File: config.mk
export PLATFORM = sky130hd
export DESIGN_NAME = multicycle_ctrl_flat
export DESIGN_NICKNAME = d
export VERILOG_FILES = /design/src/rtl/multicycle_ctrl_pkg.sv /design/src/rtl/multicycle_ctrl_if.sv /design/src/rtl/multicycle_ctrl_mem_lat_counter.sv /design/src/rtl/multicycle_ctrl.sv /design/src/flat_wrapper.sv
export SDC_FILE = /design/constraint.sdc
export NUM_CORES = 1
export LEC_CHECK = 0
export CORE_ASPECT_RATIO = 0.7
export CORE_UTILIZATION = 40
export DETAILED_ROUTE_END_ITERATION = 16
export GPL_ROUTABILITY_DRIVEN = 0
export PLACE_DENSITY = 0.83
export SYNTH_ARGS = -nofsm -noshare
export SYNTH_HDL_FRONTEND = slang
export SYNTH_SLANG_ARGS = --single-unit
File: constraint.sdc
create_clock -name i_clk -period 2.01 [get_ports i_clk]
set_input_delay 0.402 -clock i_clk [delete_from_list [all_inputs] [get_ports i_clk]]
set_output_delay 0.402 -clock i_clk [all_outputs]
set_load 0.05 [all_outputs]
File: src/rtl/multicycle_ctrl_pkg.sv
// Shared constants for the simptel multicycle controller:
// opcodes, ALU functs, datapath mux codes, FSM states.
package multicycle_pkg;

  localparam logic [5:0] OP_RTYPE = 6'b000000;
  localparam logic [5:0] OP_J     = 6'b000010;
  localparam logic [5:0] OP_JAL   = 6'b000011;
  localparam logic [5:0] OP_BEQ   = 6'b000100;
  localparam logic [5:0] OP_BNE   = 6'b000101;
  localparam logic [5:0] OP_BLEZ  = 6'b000110;
  localparam logic [5:0] OP_BGTZ  = 6'b000111;
  localparam logic [5:0] OP_ADDI  = 6'b001000;
  localparam logic [5:0] OP_ANDI  = 6'b001100;
  localparam logic [5:0] OP_ORI   = 6'b001101;
  localparam logic [5:0] OP_XORI  = 6'b001110;
  localparam logic [5:0] OP_LW    = 6'b100011;
  localparam logic [5:0] OP_SW    = 6'b101011;

  localparam logic [5:0] FN_ADD = 6'b100000;
  localparam logic [5:0] FN_SUB = 6'b100010;
  localparam logic [5:0] FN_AND = 6'b100100;
  localparam logic [5:0] FN_OR  = 6'b100101;
  localparam logic [5:0] FN_XOR = 6'b100110;

  localparam logic [2:0] SRCB_B    = 3'b000;
  localparam logic [2:0] SRCB_4    = 3'b001;
  localparam logic [2:0] SRCB_SIMM = 3'b010;
  localparam logic [2:0] SRCB_ZIMM = 3'b011;
  localparam logic [2:0] SRCB_BOFF = 3'b100;

  localparam logic [1:0] PCS_ALU    = 2'b00;
  localparam logic [1:0] PCS_ALUOUT = 2'b01;
  localparam logic [1:0] PCS_JUMP   = 2'b10;

  localparam logic [2:0] PWC_NONE = 3'b000;
  localparam logic [2:0] PWC_EQ   = 3'b001;
  localparam logic [2:0] PWC_NE   = 3'b010;
  localparam logic [2:0] PWC_GTZ  = 3'b011;
  localparam logic [2:0] PWC_LEZ  = 3'b100;

  localparam logic [1:0] RD_RT = 2'b00;
  localparam logic [1:0] RD_RD = 2'b01;
  localparam logic [1:0] RD_RA = 2'b10;

  localparam logic [1:0] M2R_ALU = 2'b00;
  localparam logic [1:0] M2R_MDR = 2'b01;
  localparam logic [1:0] M2R_PC  = 2'b10;

  typedef logic [3:0] state_t;
  localparam state_t S_FETCH    = 4'd0;
  localparam state_t S_DECODE   = 4'd1;
  localparam state_t S_EXEC     = 4'd2;
  localparam state_t S_ALU_WB   = 4'd3;
  localparam state_t S_MEM_ADDR = 4'd4;
  localparam state_t S_MEM_RD   = 4'd5;
  localparam state_t S_MEM_WB   = 4'd6;
  localparam state_t S_MEM_WR   = 4'd7;
  localparam state_t S_BRANCH   = 4'd8;
  localparam state_t S_JUMP     = 4'd9;
  localparam state_t S_TRAP     = 4'd10;

  typedef enum logic [2:0] {
    C_ALU_R,
    C_ALU_I,
    C_LOAD,
    C_STORE,
    C_BRANCH,
    C_JUMP,
    C_ILLEGAL
  } iclass_t;

  function automatic iclass_t classify(
    input logic [5:0] op
  );
    case (op)
      OP_RTYPE: return C_ALU_R;
      OP_ADDI, OP_ANDI,
      OP_ORI, OP_XORI: return C_ALU_I;
      OP_LW: return C_LOAD;
      OP_SW: return C_STORE;
      OP_BEQ, OP_BNE,
      OP_BLEZ, OP_BGTZ: return C_BRANCH;
      OP_J, OP_JAL: return C_JUMP;
      default: return C_ILLEGAL;
    endcase
  endfunction

endpackage

File: src/rtl/multicycle_ctrl_if.sv
// Controller <-> datapath bundle: IR fields in, mux/enable controls out.
// trap exists only with MULTICYCLE_CTRL_ILLEGAL_TRAP_EN.
interface multicycle_ctrl_if #(
  parameter int OPCODE_W = 6,
  parameter int ALUOP_W  = 6
);
  logic [OPCODE_W-1:0] opCode;
  logic [OPCODE_W-1:0] funct;
  logic [ALUOP_W-1:0]  ALUOp;
  logic                ALUSrcA;
  logic [2:0]          ALUSrcB;
  logic [1:0]          PCSource;
  logic                PCWrite;
  logic [2:0]          PCWriteCond;
  logic                IorD;
  logic                MemRead;
  logic                MemWrite;
  logic                IRWrite;
  logic                RegWrite;
  logic [1:0]          RegDst;
  logic [1:0]          MemtoReg;
`ifdef MULTICYCLE_CTRL_ILLEGAL_TRAP_EN
  logic                trap;
`endif

  modport master (
    input  opCode, funct,
    output ALUOp, ALUSrcA, ALUSrcB,
    output PCSource, PCWrite, PCWriteCond,
    output IorD, MemRead, MemWrite, IRWrite,
    output RegWrite, RegDst, MemtoReg
`ifdef MULTICYCLE_CTRL_ILLEGAL_TRAP_EN
    , output trap
`endif
  );

  modport slave (
    output opCode, funct,
    input  ALUOp, ALUSrcA, ALUSrcB,
    input  PCSource, PCWrite, PCWriteCond,
    input  IorD, MemRead, MemWrite, IRWrite,
    input  RegWrite, RegDst, MemtoReg
`ifdef MULTICYCLE_CTRL_ILLEGAL_TRAP_EN
    , input trap
`endif
  );
endinterface

File: src/rtl/multicycle_ctrl_mem_lat_counter.sv
// Memory latency counter: runs 0..MEM_LAT-1 while an access
// state is active, clears on done or when inactive.
module mem_lat_counter #(
  parameter int MEM_LAT = 1
) (
  input  logic i_clk,
  input  logic i_rst_n,
  input  logic i_active,
  output logic o_start,
  output logic o_done
);
  localparam int CW = (MEM_LAT > 1) ? $clog2(MEM_LAT) : 1;

  logic [CW-1:0] r_cnt;

  always_ff @(posedge i_clk or negedge i_rst_n) begin
    if (!i_rst_n) begin
      r_cnt <= '0;
    end else if (!i_active || o_done) begin
      r_cnt <= '0;
    end else begin
      r_cnt <= r_cnt + CW'(1);
    end
  end

  assign o_start = (r_cnt == '0);
  assign o_done  = (r_cnt == CW'(MEM_LAT - 1));
endmodule

File: src/rtl/multicycle_ctrl.sv
// Multicycle control FSM for the simptel MIPS-subset datapath.
// MULTICYCLE_CTRL_ILLEGAL_TRAP_EN: unknown opcodes park in TRAP.
module multicycle_ctrl
  import multicycle_pkg::*;
#(
  parameter int OPCODE_W = 6,
  parameter int ALUOP_W  = 6,
  parameter int MEM_LAT  = 1
) (
  input  logic i_clk,
  input  logic i_rst_n,
  multicycle_ctrl_if.master ctl
);
  state_t  r_state;
  state_t  w_next;
  iclass_t w_cls;
  logic [5:0] w_op;
  logic w_cnt_active;
  logic w_cnt_start;
  logic w_cnt_done;
  logic w_unused;

  logic [ALUOP_W-1:0] w_aluop;
  logic [ALUOP_W-1:0] w_ex_aluop;
  logic [2:0] w_ex_srcb;
  logic [2:0] w_br_cond;
  logic       w_srca;
  logic [2:0] w_srcb;
  logic [1:0] w_pcsrc;
  logic       w_pcw;
  logic [2:0] w_pcwc;
  logic       w_iord;
  logic       w_mrd;
  logic       w_mwr;
  logic       w_irw;
  logic       w_rw;
  logic [1:0] w_rdst;
  logic [1:0] w_m2r;

  assign w_op  = 6'(ctl.opCode);
  assign w_cls = classify(w_op);
  assign w_unused = w_cnt_start;

  assign w_cnt_active = (r_state == S_FETCH)
                     || (r_state == S_MEM_RD)
                     || (r_state == S_MEM_WR);

  mem_lat_counter #(
    .MEM_LAT (MEM_LAT)
  ) u_lat (
    .i_clk    (i_clk),
    .i_rst_n  (i_rst_n),
    .i_active (w_cnt_active),
    .o_start  (w_cnt_start),
    .o_done   (w_cnt_done)
  );

  always_ff @(posedge i_clk or negedge i_rst_n) begin
    if (!i_rst_n) r_state <= S_FETCH;
    else          r_state <= w_next;
  end

  always_comb begin
    w_next = r_state;
    case (r_state)
      S_FETCH:  if (w_cnt_done) w_next = S_DECODE;
      S_DECODE: begin
        case (w_cls)
          C_ALU_R, C_ALU_I:  w_next = S_EXEC;
          C_LOAD, C_STORE:   w_next = S_MEM_ADDR;
          C_BRANCH:          w_next = S_BRANCH;
          C_JUMP:            w_next = S_JUMP;
`ifdef MULTICYCLE_CTRL_ILLEGAL_TRAP_EN
          default:           w_next = S_TRAP;
`else
          default:           w_next = S_FETCH;
`endif
        endcase
      end
      S_EXEC:     w_next = S_ALU_WB;
      S_ALU_WB:   w_next = S_FETCH;
      S_MEM_ADDR: w_next = (w_cls == C_LOAD) ?
                           S_MEM_RD : S_MEM_WR;
      S_MEM_RD:   if (w_cnt_done) w_next = S_MEM_WB;
      S_MEM_WB:   w_next = S_FETCH;
      S_MEM_WR:   if (w_cnt_done) w_next = S_FETCH;
      S_BRANCH:   w_next = S_FETCH;
      S_JUMP:     w_next = S_FETCH;
`ifdef MULTICYCLE_CTRL_ILLEGAL_TRAP_EN
      S_TRAP:     w_next = S_TRAP;
`endif
      default:    w_next = S_FETCH;
    endcase
  end

  // EXEC operand/op selection, reused unchanged in ALU_WB
  always_comb begin
    w_ex_srcb  = SRCB_ZIMM;
    w_ex_aluop = ALUOP_W'(FN_XOR);
    unique case (1'b1)
      (w_cls == C_ALU_R): begin
        w_ex_srcb  = SRCB_B;
        w_ex_aluop = ALUOP_W'(ctl.funct);
      end
      (w_op == OP_ADDI): begin
        w_ex_srcb  = SRCB_SIMM;
        w_ex_aluop = ALUOP_W'(FN_ADD);
      end
      (w_op == OP_ANDI): w_ex_aluop = ALUOP_W'(FN_AND);
      (w_op == OP_ORI):  w_ex_aluop = ALUOP_W'(FN_OR);
      default: ;
    endcase
  end

  always_comb begin
    case (w_op)
      OP_BEQ:  w_br_cond = PWC_EQ;
      OP_BNE:  w_br_cond = PWC_NE;
      OP_BGTZ: w_br_cond = PWC_GTZ;
      OP_BLEZ: w_br_cond = PWC_LEZ;
      default: w_br_cond = PWC_NONE;
    endcase
  end

  always_comb begin
    w_aluop = '0;
    w_srca  = 1'b0;
    w_srcb  = SRCB_B;
    w_pcsrc = PCS_ALU;
    w_pcw   = 1'b0;
    w_pcwc  = PWC_NONE;
    w_iord  = 1'b0;
    w_mrd   = 1'b0;
    w_mwr   = 1'b0;
    w_irw   = 1'b0;
    w_rw    = 1'b0;
    w_rdst  = RD_RT;
    w_m2r   = M2R_ALU;
    case (r_state)
      S_FETCH: begin
        w_mrd  = 1'b1;
        w_srcb = SRCB_4;
        if (w_cnt_done) begin
          w_irw = 1'b1;
          w_pcw = 1'b1;
        end
      end
      S_DECODE: begin
        w_srcb  = SRCB_BOFF;
        w_aluop = ALUOP_W'(FN_ADD);
      end
      S_EXEC: begin
        w_srca  = 1'b1;
        w_srcb  = w_ex_srcb;
        w_aluop = w_ex_aluop;
      end
      S_ALU_WB: begin
        w_srca  = 1'b1;
        w_srcb  = w_ex_srcb;
        w_aluop = w_ex_aluop;
        w_rw    = 1'b1;
        w_rdst  = (w_cls == C_ALU_R) ? RD_RD : RD_RT;
      end
      S_MEM_ADDR: begin
        w_srca  = 1'b1;
        w_srcb  = SRCB_SIMM;
        w_aluop = ALUOP_W'(FN_ADD);
      end
      S_MEM_RD: begin
        w_iord = 1'b1;
        w_mrd  = 1'b1;
      end
      S_MEM_WB: begin
        w_rw  = 1'b1;
        w_m2r = M2R_MDR;
      end
      S_MEM_WR: begin
        w_iord = 1'b1;
        w_mwr  = 1'b1;
      end
      S_BRANCH: begin
        w_srca  = 1'b1;
        w_srcb  = SRCB_B;
        w_aluop = ALUOP_W'(FN_SUB);
        w_pcsrc = PCS_ALUOUT;
        w_pcwc  = w_br_cond;
      end
      S_JUMP: begin
        w_pcsrc = PCS_JUMP;
        w_pcw   = 1'b1;
        // PC already holds PC+4, i.e. the JAL return address
        if (w_op == OP_JAL) begin
          w_rw   = 1'b1;
          w_rdst = RD_RA;
          w_m2r  = M2R_PC;
        end
      end
      default: ;
    endcase
  end

  assign ctl.ALUOp       = i_rst_n ? w_aluop : '0;
  assign ctl.ALUSrcA     = i_rst_n & w_srca;
  assign ctl.ALUSrcB     = i_rst_n ? w_srcb  : '0;
  assign ctl.PCSource    = i_rst_n ? w_pcsrc : '0;
  assign ctl.PCWrite     = i_rst_n & w_pcw;
  assign ctl.PCWriteCond = i_rst_n ? w_pcwc  : '0;
  assign ctl.IorD        = i_rst_n & w_iord;
  assign ctl.MemRead     = i_rst_n & w_mrd;
  assign ctl.MemWrite    = i_rst_n & w_mwr;
  assign ctl.IRWrite     = i_rst_n & w_irw;
  assign ctl.RegWrite    = i_rst_n & w_rw;
  assign ctl.RegDst      = i_rst_n ? w_rdst : '0;
  assign ctl.MemtoReg    = i_rst_n ? w_m2r  : '0;
`ifdef MULTICYCLE_CTRL_ILLEGAL_TRAP_EN
  assign ctl.trap        = i_rst_n & (r_state == S_TRAP);
`endif
endmodule

File: src/flat_wrapper.sv
// flat-port wrapper written by rule: the top's interface ports become plain ports
module multicycle_ctrl_flat import multicycle_pkg::*;
#(
  parameter int OPCODE_W = 6,
  parameter int ALUOP_W  = 6,
  parameter int MEM_LAT  = 1
)
  (i_clk, i_rst_n, ctl_opCode, ctl_funct, ctl_ALUOp, ctl_ALUSrcA, ctl_ALUSrcB, ctl_PCSource, ctl_PCWrite, ctl_PCWriteCond, ctl_IorD, ctl_MemRead, ctl_MemWrite, ctl_IRWrite, ctl_RegWrite, ctl_RegDst, ctl_MemtoReg);
  multicycle_ctrl_if #(.OPCODE_W(OPCODE_W), .ALUOP_W(ALUOP_W)) ctl_i ();
  input  logic i_clk;
  input  logic i_rst_n;
  input wire logic [$bits(ctl_i.opCode)-1:0] ctl_opCode;
  input wire logic [$bits(ctl_i.funct)-1:0] ctl_funct;
  output wire logic [$bits(ctl_i.ALUOp)-1:0] ctl_ALUOp;
  output wire logic [$bits(ctl_i.ALUSrcA)-1:0] ctl_ALUSrcA;
  output wire logic [$bits(ctl_i.ALUSrcB)-1:0] ctl_ALUSrcB;
  output wire logic [$bits(ctl_i.PCSource)-1:0] ctl_PCSource;
  output wire logic [$bits(ctl_i.PCWrite)-1:0] ctl_PCWrite;
  output wire logic [$bits(ctl_i.PCWriteCond)-1:0] ctl_PCWriteCond;
  output wire logic [$bits(ctl_i.IorD)-1:0] ctl_IorD;
  output wire logic [$bits(ctl_i.MemRead)-1:0] ctl_MemRead;
  output wire logic [$bits(ctl_i.MemWrite)-1:0] ctl_MemWrite;
  output wire logic [$bits(ctl_i.IRWrite)-1:0] ctl_IRWrite;
  output wire logic [$bits(ctl_i.RegWrite)-1:0] ctl_RegWrite;
  output wire logic [$bits(ctl_i.RegDst)-1:0] ctl_RegDst;
  output wire logic [$bits(ctl_i.MemtoReg)-1:0] ctl_MemtoReg;
  assign ctl_i.opCode = ctl_opCode;
  assign ctl_i.funct = ctl_funct;
  assign ctl_ALUOp = ctl_i.ALUOp;
  assign ctl_ALUSrcA = ctl_i.ALUSrcA;
  assign ctl_ALUSrcB = ctl_i.ALUSrcB;
  assign ctl_PCSource = ctl_i.PCSource;
  assign ctl_PCWrite = ctl_i.PCWrite;
  assign ctl_PCWriteCond = ctl_i.PCWriteCond;
  assign ctl_IorD = ctl_i.IorD;
  assign ctl_MemRead = ctl_i.MemRead;
  assign ctl_MemWrite = ctl_i.MemWrite;
  assign ctl_IRWrite = ctl_i.IRWrite;
  assign ctl_RegWrite = ctl_i.RegWrite;
  assign ctl_RegDst = ctl_i.RegDst;
  assign ctl_MemtoReg = ctl_i.MemtoReg;
  multicycle_ctrl #(.OPCODE_W(OPCODE_W), .ALUOP_W(ALUOP_W), .MEM_LAT(MEM_LAT)) u_core (.i_clk(i_clk), .i_rst_n(i_rst_n), .ctl(ctl_i));
endmodule
==> out/results.txt, run 1 <==
Post-synthesis sequential area ratio: 0.1603
Post-synthesis cell count: 123
Mean Syn Cell Area: 6.348 um^2
Log Error: [ERROR DPL-0033] detailed placement checks failed during check placement.
Number of flops mapped to enable cells by yosys: 0
Status: aborted with a tool error
Initial Utilization: 0.4602
Stopped at: detailed placement (3_5_place_dp)
Top FF cell, synth: dfrtp_1
FFs w/ async S/R, synth: 1.000
Die Y: 38.97 um
Synth Register Bits: 5
Syn nets: 137
Die X-Extent: 54.81 um
Number of port buffers: 38
Row cnt: 12
Num ports: 39
Final HPWL from detailed placement: 3628 um
Synth cell types: 42
Yosys warns: 0
Cell Area, Synth: 780.7 um^2
==> Yosys cell counts (4+ instances only) <==
master / instances / area (um^2)
dfrtp_1: 5 / 125.1
nor2b_1: 6 / 37.54
nand2b_1: 5 / 31.28
clkbuf_1: 7 / 26.28
nor2_1: 17 / 63.81
a21oi_1: 10 / 50.05
nor3_1: 6 / 30.03
nand2_1: 10 / 37.54
nand3_1: 6 / 30.03
o21ai_0: 6 / 30.03
and2_1: 4 / 25.02
==> cells by family after synthesis <==
| group | after synthesis | share of synthesized area |
|---|---|---|
| other cells | 1 | 0.004803 |
| flops | 5 | 0.1603 |
| mux | 1 | 0.01282 |
| buf+inv | 14 | 0.07211 |
| compound gates | 30 | 0.2516 |
| simple gates | 70 | 0.4760 |
| xor+xnor | 2 | 0.02244 |
==> per-stage QoR <==
step,worst slack (ns),cells
after floorplan,-0.2038,123
after global placement,-0.3224,201
==> inputs of run 2 (changes only) <==
--- a/config.mk
+++ b/config.mk
@@ -5,11 +5,11 @@
 export SDC_FILE = /design/constraint.sdc
 export NUM_CORES = 1
 export LEC_CHECK = 0
-export CORE_ASPECT_RATIO = 0.7
-export CORE_UTILIZATION = 40
+export CORE_AREA = 2 2 63 65
 export DETAILED_ROUTE_END_ITERATION = 16
+export DIE_AREA = 0 0 65 67
 export GPL_ROUTABILITY_DRIVEN = 0
-export PLACE_DENSITY = 0.83
+export PLACE_DENSITY_LB_ADDON = 0.15
 export SYNTH_ARGS = -nofsm -noshare
 export SYNTH_HDL_FRONTEND = slang
 export SYNTH_SLANG_ARGS = --single-unit
==> out/results.txt, run 2 <==
Post-synthesis cell count: 123
Number of port buffers: 38
CTS buffer count: 3
MaxCap Viol Count: 0
Drc violations: 0
Power Density: 895.3 nW/um^2
F_max: 504.5 MHz
Die Y: 67 um
Max reg flops: 4
Crit path largest cell delay: 0.41 ns
CTS clk-pin slew, worst paths: 0.04 ns
Top-count cell post-synth: nor2_1
1st-pass router iterations: 4
Startpoint types: input port
TritonCTS clock tree: yes
Sink Count: 5
Syn nets: 137
Final HPWL from detailed placement: 2333 um
Num ports: 39
Layout cells sized above 1: 0.6335
Die ar.: 4355 um^2
IR drop worst, VDD: 0.0006036 V
CTS H-tree depth: 1
Number of flops mapped to enable cells by yosys: 0
Crit path required time: 1.61 ns
Initial antenna violation count: 0
Most common cell after layout, fill and taps aside: buf_4
All-Layer GR Usage: 0.1535
Status: completed
Post-synth top cells: nor2_1 (17), a21oi_1 (10), nand2_1 (10)
Fin Setup TNS: 0 ns
Slew Viols, Final: 0
Yosys warns: 0
Starting DRC count in detailed routing: 37
Tmin final: 1.982 ns
Final nets: 206
Leakage: 0.0008333 uW
CP max-delay cell: or3_4
Total grt overflow: 0
Area of the core: 3606 um^2
Vias: 1155
Cell Area, Synth: 780.7 um^2
Die X-Extent: 65 um
Worst Hold Class: in2async
Via/cell ratio: 4.833
Ant diodes: 0
First-pass GRT wire length: 5313 um
Top Registers: u_core.r_state (4), u_core.u_lat.r_cnt (1)
RSZ-0062 raised after global routing: yes
Initial Utilization: 0.2165
Setup Viol. Count Final: 0
WP data arrival: 1.58 ns
Reg with most FFs: u_core.r_state
Synth cell types: 42
Largest net degree at the start of global routing: 18
Synth Register Bits: 5
Clock Skews: 0.002735 ns
Post-synthesis sequential area ratio: 0.1603
Cts-stage hold buffer count: 0
Top FF cell, synth: dfrtp_1
Routed len/inst: 13.16 um
Post-DRT Antenna Nets: 0
CTS root buffer: clkbuf_8
Crit Path Category: in2out
Final hold violations: 0
Fin crit share: 0.9861
FFs w/ async S/R, synth: 1.000
Row cnt: 22
Mean Syn Cell Area: 6.348 um^2
Synth top area share: 0.1603
Critical Path Sink Type: output port
Most frequent cells in the layout: buf_4 (31), buf_12 (24), nor2_1 (8)
Synth area leader: dfrtp_1
Area delta synth->final: 157.5%
CP Max Fanout: 6
Worst hold slack: 0.3450 ns
Top cells by area, synth: dfrtp_1 (16%), nor2_1 (8.2%), a21oi_1 (6.4%)
Later-pin clock latency in the skew report: 0.22 ns
Clock buffer depth: 2
Vias in the first global route: 1171
DRT Wirelength: 3145 um
Critical-path cell list: clkdlybuf4s15_2 -> or3_4 -> buf_6 -> o21bai_1 -> a21boi_2 -> buf_12
run 2: cell counts after synthesis:
Identical to the previous run, type by type.
run 2: worst max-delay path: cells and delay by family:
family	cells	cell delay, ns
buf+inv	3	0.52
compound gates	2	0.24
simple gates	1	0.41
run 2: timing repair:
action                                  in CTS  in global routing
resized for setup                           48                 25
pin swaps                                   12                  6
endpoints found under the setup margin      24                 19
setup buffers                                4                  1
gates cloned                                 0                  0
run 2: routing by layer:
layer | GRT usage | wire, um
met5 | 0 | 0
met4 | 0.02660 | 0
met1 | 0.1868 | 1283
met2 | 0.2822 | 1692
met3 | 0.02872 | 168
run 2: final timing paths:
check	start	to	slack, ns	cells after the start
max	ctl_opCode[1]	ctl_ALUOp[1]	0.03	6
min	i_rst_n	u_core.r_state[1]	0.35	3
max reg2reg	u_core.r_state[3]	u_core.r_state[1]	0.18	5
min reg2reg	u_core.r_state[3]	u_core.r_state[2]	0.66	1
max in group asynchronous	i_rst_n	u_core.r_state[2]	1.53	3
min in group i_clk	u_core.r_state[3]	u_core.r_state[2]	0.66	1
run 2: cells by family after synthesis:
group / count (synthesis) / share of synthesized area
AND/OR/NAND/NOR: 70 / 0.4760
AO/OA/AOI/OAI: 30 / 0.2516
buffers and inverters: 14 / 0.07211
flip-flops: 5 / 0.1603
XOR/XNOR: 2 / 0.02244
multiplexers: 1 / 0.01282
other: 1 / 0.004803
run 2: power by group:
group	switching (uW)	total, uW	internal [uW]	leakage (uW)
combinational	755	1410	658	0.000752
clock	50.9	187	136	0.0000228
sequential	64.3	201	136	0.0000583
total	870	1800	930	0.000833
run 2: layout make-up:
class	count	area (um^2)
Tap cell	48	60.06
Timing Repair Buffer	75	903.4
Clock buffer	4	45.04
Inverter	3	11.26
Sequential cell	5	130.1
Fill cell	336	1595
Multi-Input combinational cell	104	860.8
run 2: stage by stage:
step                power (uW)  worst slack (ns)  utilization  cells  area (um^2)
floorplan                902.3           -0.2038            -    123        874.6
global placement          1387           -0.3418       0.4809    230         1734
detailed placement        1389           -0.3717       0.4809    230         1734
CTS                       1702          0.004410       0.5357    238         1932
global route              1907          -0.02446       0.5576    239         2011
finish                    1800           0.02789       0.5576    239         2011
Note: power is estimated with default switching activity, not from simulation.
==> inputs of run 3 (changes only) <==
--- a/config.mk
+++ b/config.mk
@@ -9,7 +9,9 @@
 export DETAILED_ROUTE_END_ITERATION = 16
 export DIE_AREA = 0 0 65 67
 export GPL_ROUTABILITY_DRIVEN = 0
+export HOLD_SLACK_MARGIN = 0.1
 export PLACE_DENSITY_LB_ADDON = 0.15
+export REMOVE_ABC_BUFFERS = 1
 export SYNTH_ARGS = -nofsm -noshare
 export SYNTH_HDL_FRONTEND = slang
 export SYNTH_SLANG_ARGS = --single-unit
==> out/results.txt, run 3 (synthesis gave the netlist of run 2 again) <==
Vias in the first global route: 1172
CTS root buffer: clkbuf_8
All-Layer GR Usage: 0.1400
Crit Path Category: reg2out
Status: completed
Worst Hold Class: in2async
Cts-stage hold buffer count: 0
Tmin final: 1.945 ns
CP Max Fanout: 6
Critical-path cell list: buf_4 -> nor2b_2 -> nand2_2 -> nor3_1 -> buf_4 -> buf_12
Area of the multi-input gates: 748.2 um^2
TritonCTS clock tree: yes
Power Density: 919.2 nW/um^2
Post-DRT Antenna Nets: 0
CTS clk-pin slew, worst paths: 0.04 ns
Via/cell ratio: 4.846
Die ar.: 4355 um^2
Pwr Total: 1734 uW
Slew Viols, Final: 0
Crit path largest cell delay: 0.44 ns
Startpoint types: register
Area of the core: 3606 um^2
CTS buffer count: 3
DRT Wirelength: 2977 um
Clock buffer depth: 2
Final worst slack: 0.06464 ns
R2R Setup Slk: 0.17 ns
Initial Utilization: 0.2165
Layout cells sized above 1: 0.5751
CTS H-tree depth: 1
Top Registers: u_core.r_state (4), u_core.u_lat.r_cnt (1)
Num ports: 39
F_max: 514.0 MHz
Most frequent cells in the layout: buf_4 (38), buf_12 (23), nor2_1 (11)
IR drop worst, VDD: 0.0008003 V
Routed len/inst: 12.35 um
WP data arrival: 1.54 ns
MaxCap Viol Count: 0
Later-pin clock latency in the skew report: 0.22 ns
Initial antenna violation count: 0
Pre-CTS WS: -0.4393 ns
Clock Skews: 0.005402 ns
Setup Viol. Count Final: 0
Number of port buffers: 38
Die X-Extent: 65 um
Most common cell after layout, fill and taps aside: buf_4
Crit path required time: 1.61 ns
Fillers: 337
Total grt overflow: 0
Vias: 1168
Fin crit share: 0.9678
RSZ-0062 raised after global routing: yes
Final HPWL from detailed placement: 2389 um
Largest net degree at the start of global routing: 11
Most used cell, CP: buf_4
Drc violations: 0
Max reg flops: 4
Ant diodes: 0
First-pass GRT wire length: 4968 um
Row cnt: 22
Die Y: 67 um
CP max-delay cell: dfrtp_2
Sequential Area: 130.1 um^2
Critical Path Sink Type: output port
Starting DRC count in detailed routing: 10
Area delta synth->final: 141.7%
Worst hold slack: 0.2151 ns
Final hold violations: 0
Reg with most FFs: u_core.r_state
1st-pass router iterations: 4
Leakage: 0.0007809 uW
Sink Count: 5
Final nets: 208
[run 3: cell count changes in the layout (fill, tap and decap cells not counted), sizes merged]
cell	delta
clkbuf	-1
buf	+3
[run 3: per-layer routing]
layer | up-vias | share of wire | GRT usage
met1 | 551 | 0.41 | 0.1685
li1 | 577 | - | -
met4 | 0 | 0.0091 | 0.007979
met5 | - | 0 | 0
met2 | 36 | 0.53 | 0.2668
met3 | 4 | 0.050 | 0.02703
[run 3: critical path: cells and delay by family, from the launching register on]
kind	cells	cell delay (ns)
flip-flops	1	0.44
AND/OR/NAND/NOR	3	0.43
buffers and inverters	3	0.44
[run 3: final timing paths]
path | startpoint | to | cells after the start
min | i_rst_n | u_core.r_state[2] | 2
max in group asynchronous | i_rst_n | u_core.r_state[0] | 3
min reg2reg | u_core.u_lat.r_cnt | u_core.r_state[0] | 2
max reg2reg | u_core.r_state[2] | u_core.r_state[1] | 6
max | u_core.r_state[2] | ctl_RegDst[0] | 6
min in group i_clk | u_core.u_lat.r_cnt | u_core.r_state[0] | 2
[run 3: area by class of cell]
| type | count | share of cell area |
|---|---|---|
| Clock buffer | 4 | 0.02387 |
| Multi-Input combinational cell | 104 | 0.3966 |
| Timing Repair Buffer | 77 | 0.4728 |
| Tap cell | 48 | 0.03183 |
| Inverter | 3 | 0.005968 |
| Sequential cell | 5 | 0.06897 |
[run 3: power breakdown]
| part | switching [uW] | leakage, uW | internal, uW |
|---|---|---|---|
| Sequential | 56.5 | 0.0000583 | 137 |
| Combinational | 723 | 0.000700 | 636 |
| Clock | 46.4 | 0.0000228 | 136 |
| Total | 826 | 0.000781 | 908 |
[run 3: what timing repair did]
action,in CTS,in global routing
buffers inserted,3,2
gates resized for setup,42,23
setup endpoints to repair,26,14
pin swaps,7,5
[run 3: through the flow]
step	cell area [um^2]	std cells	TNS, ns	utilization
floorplan	735.7	112	-5.840	-
detailed placement	1657	232	-7.707	0.4594
finish	1887	241	0	0.5232
global placement	1657	232	-7.485	0.4594
global route	1887	241	-0.1433	0.5232
CTS	1837	239	0	0.5094
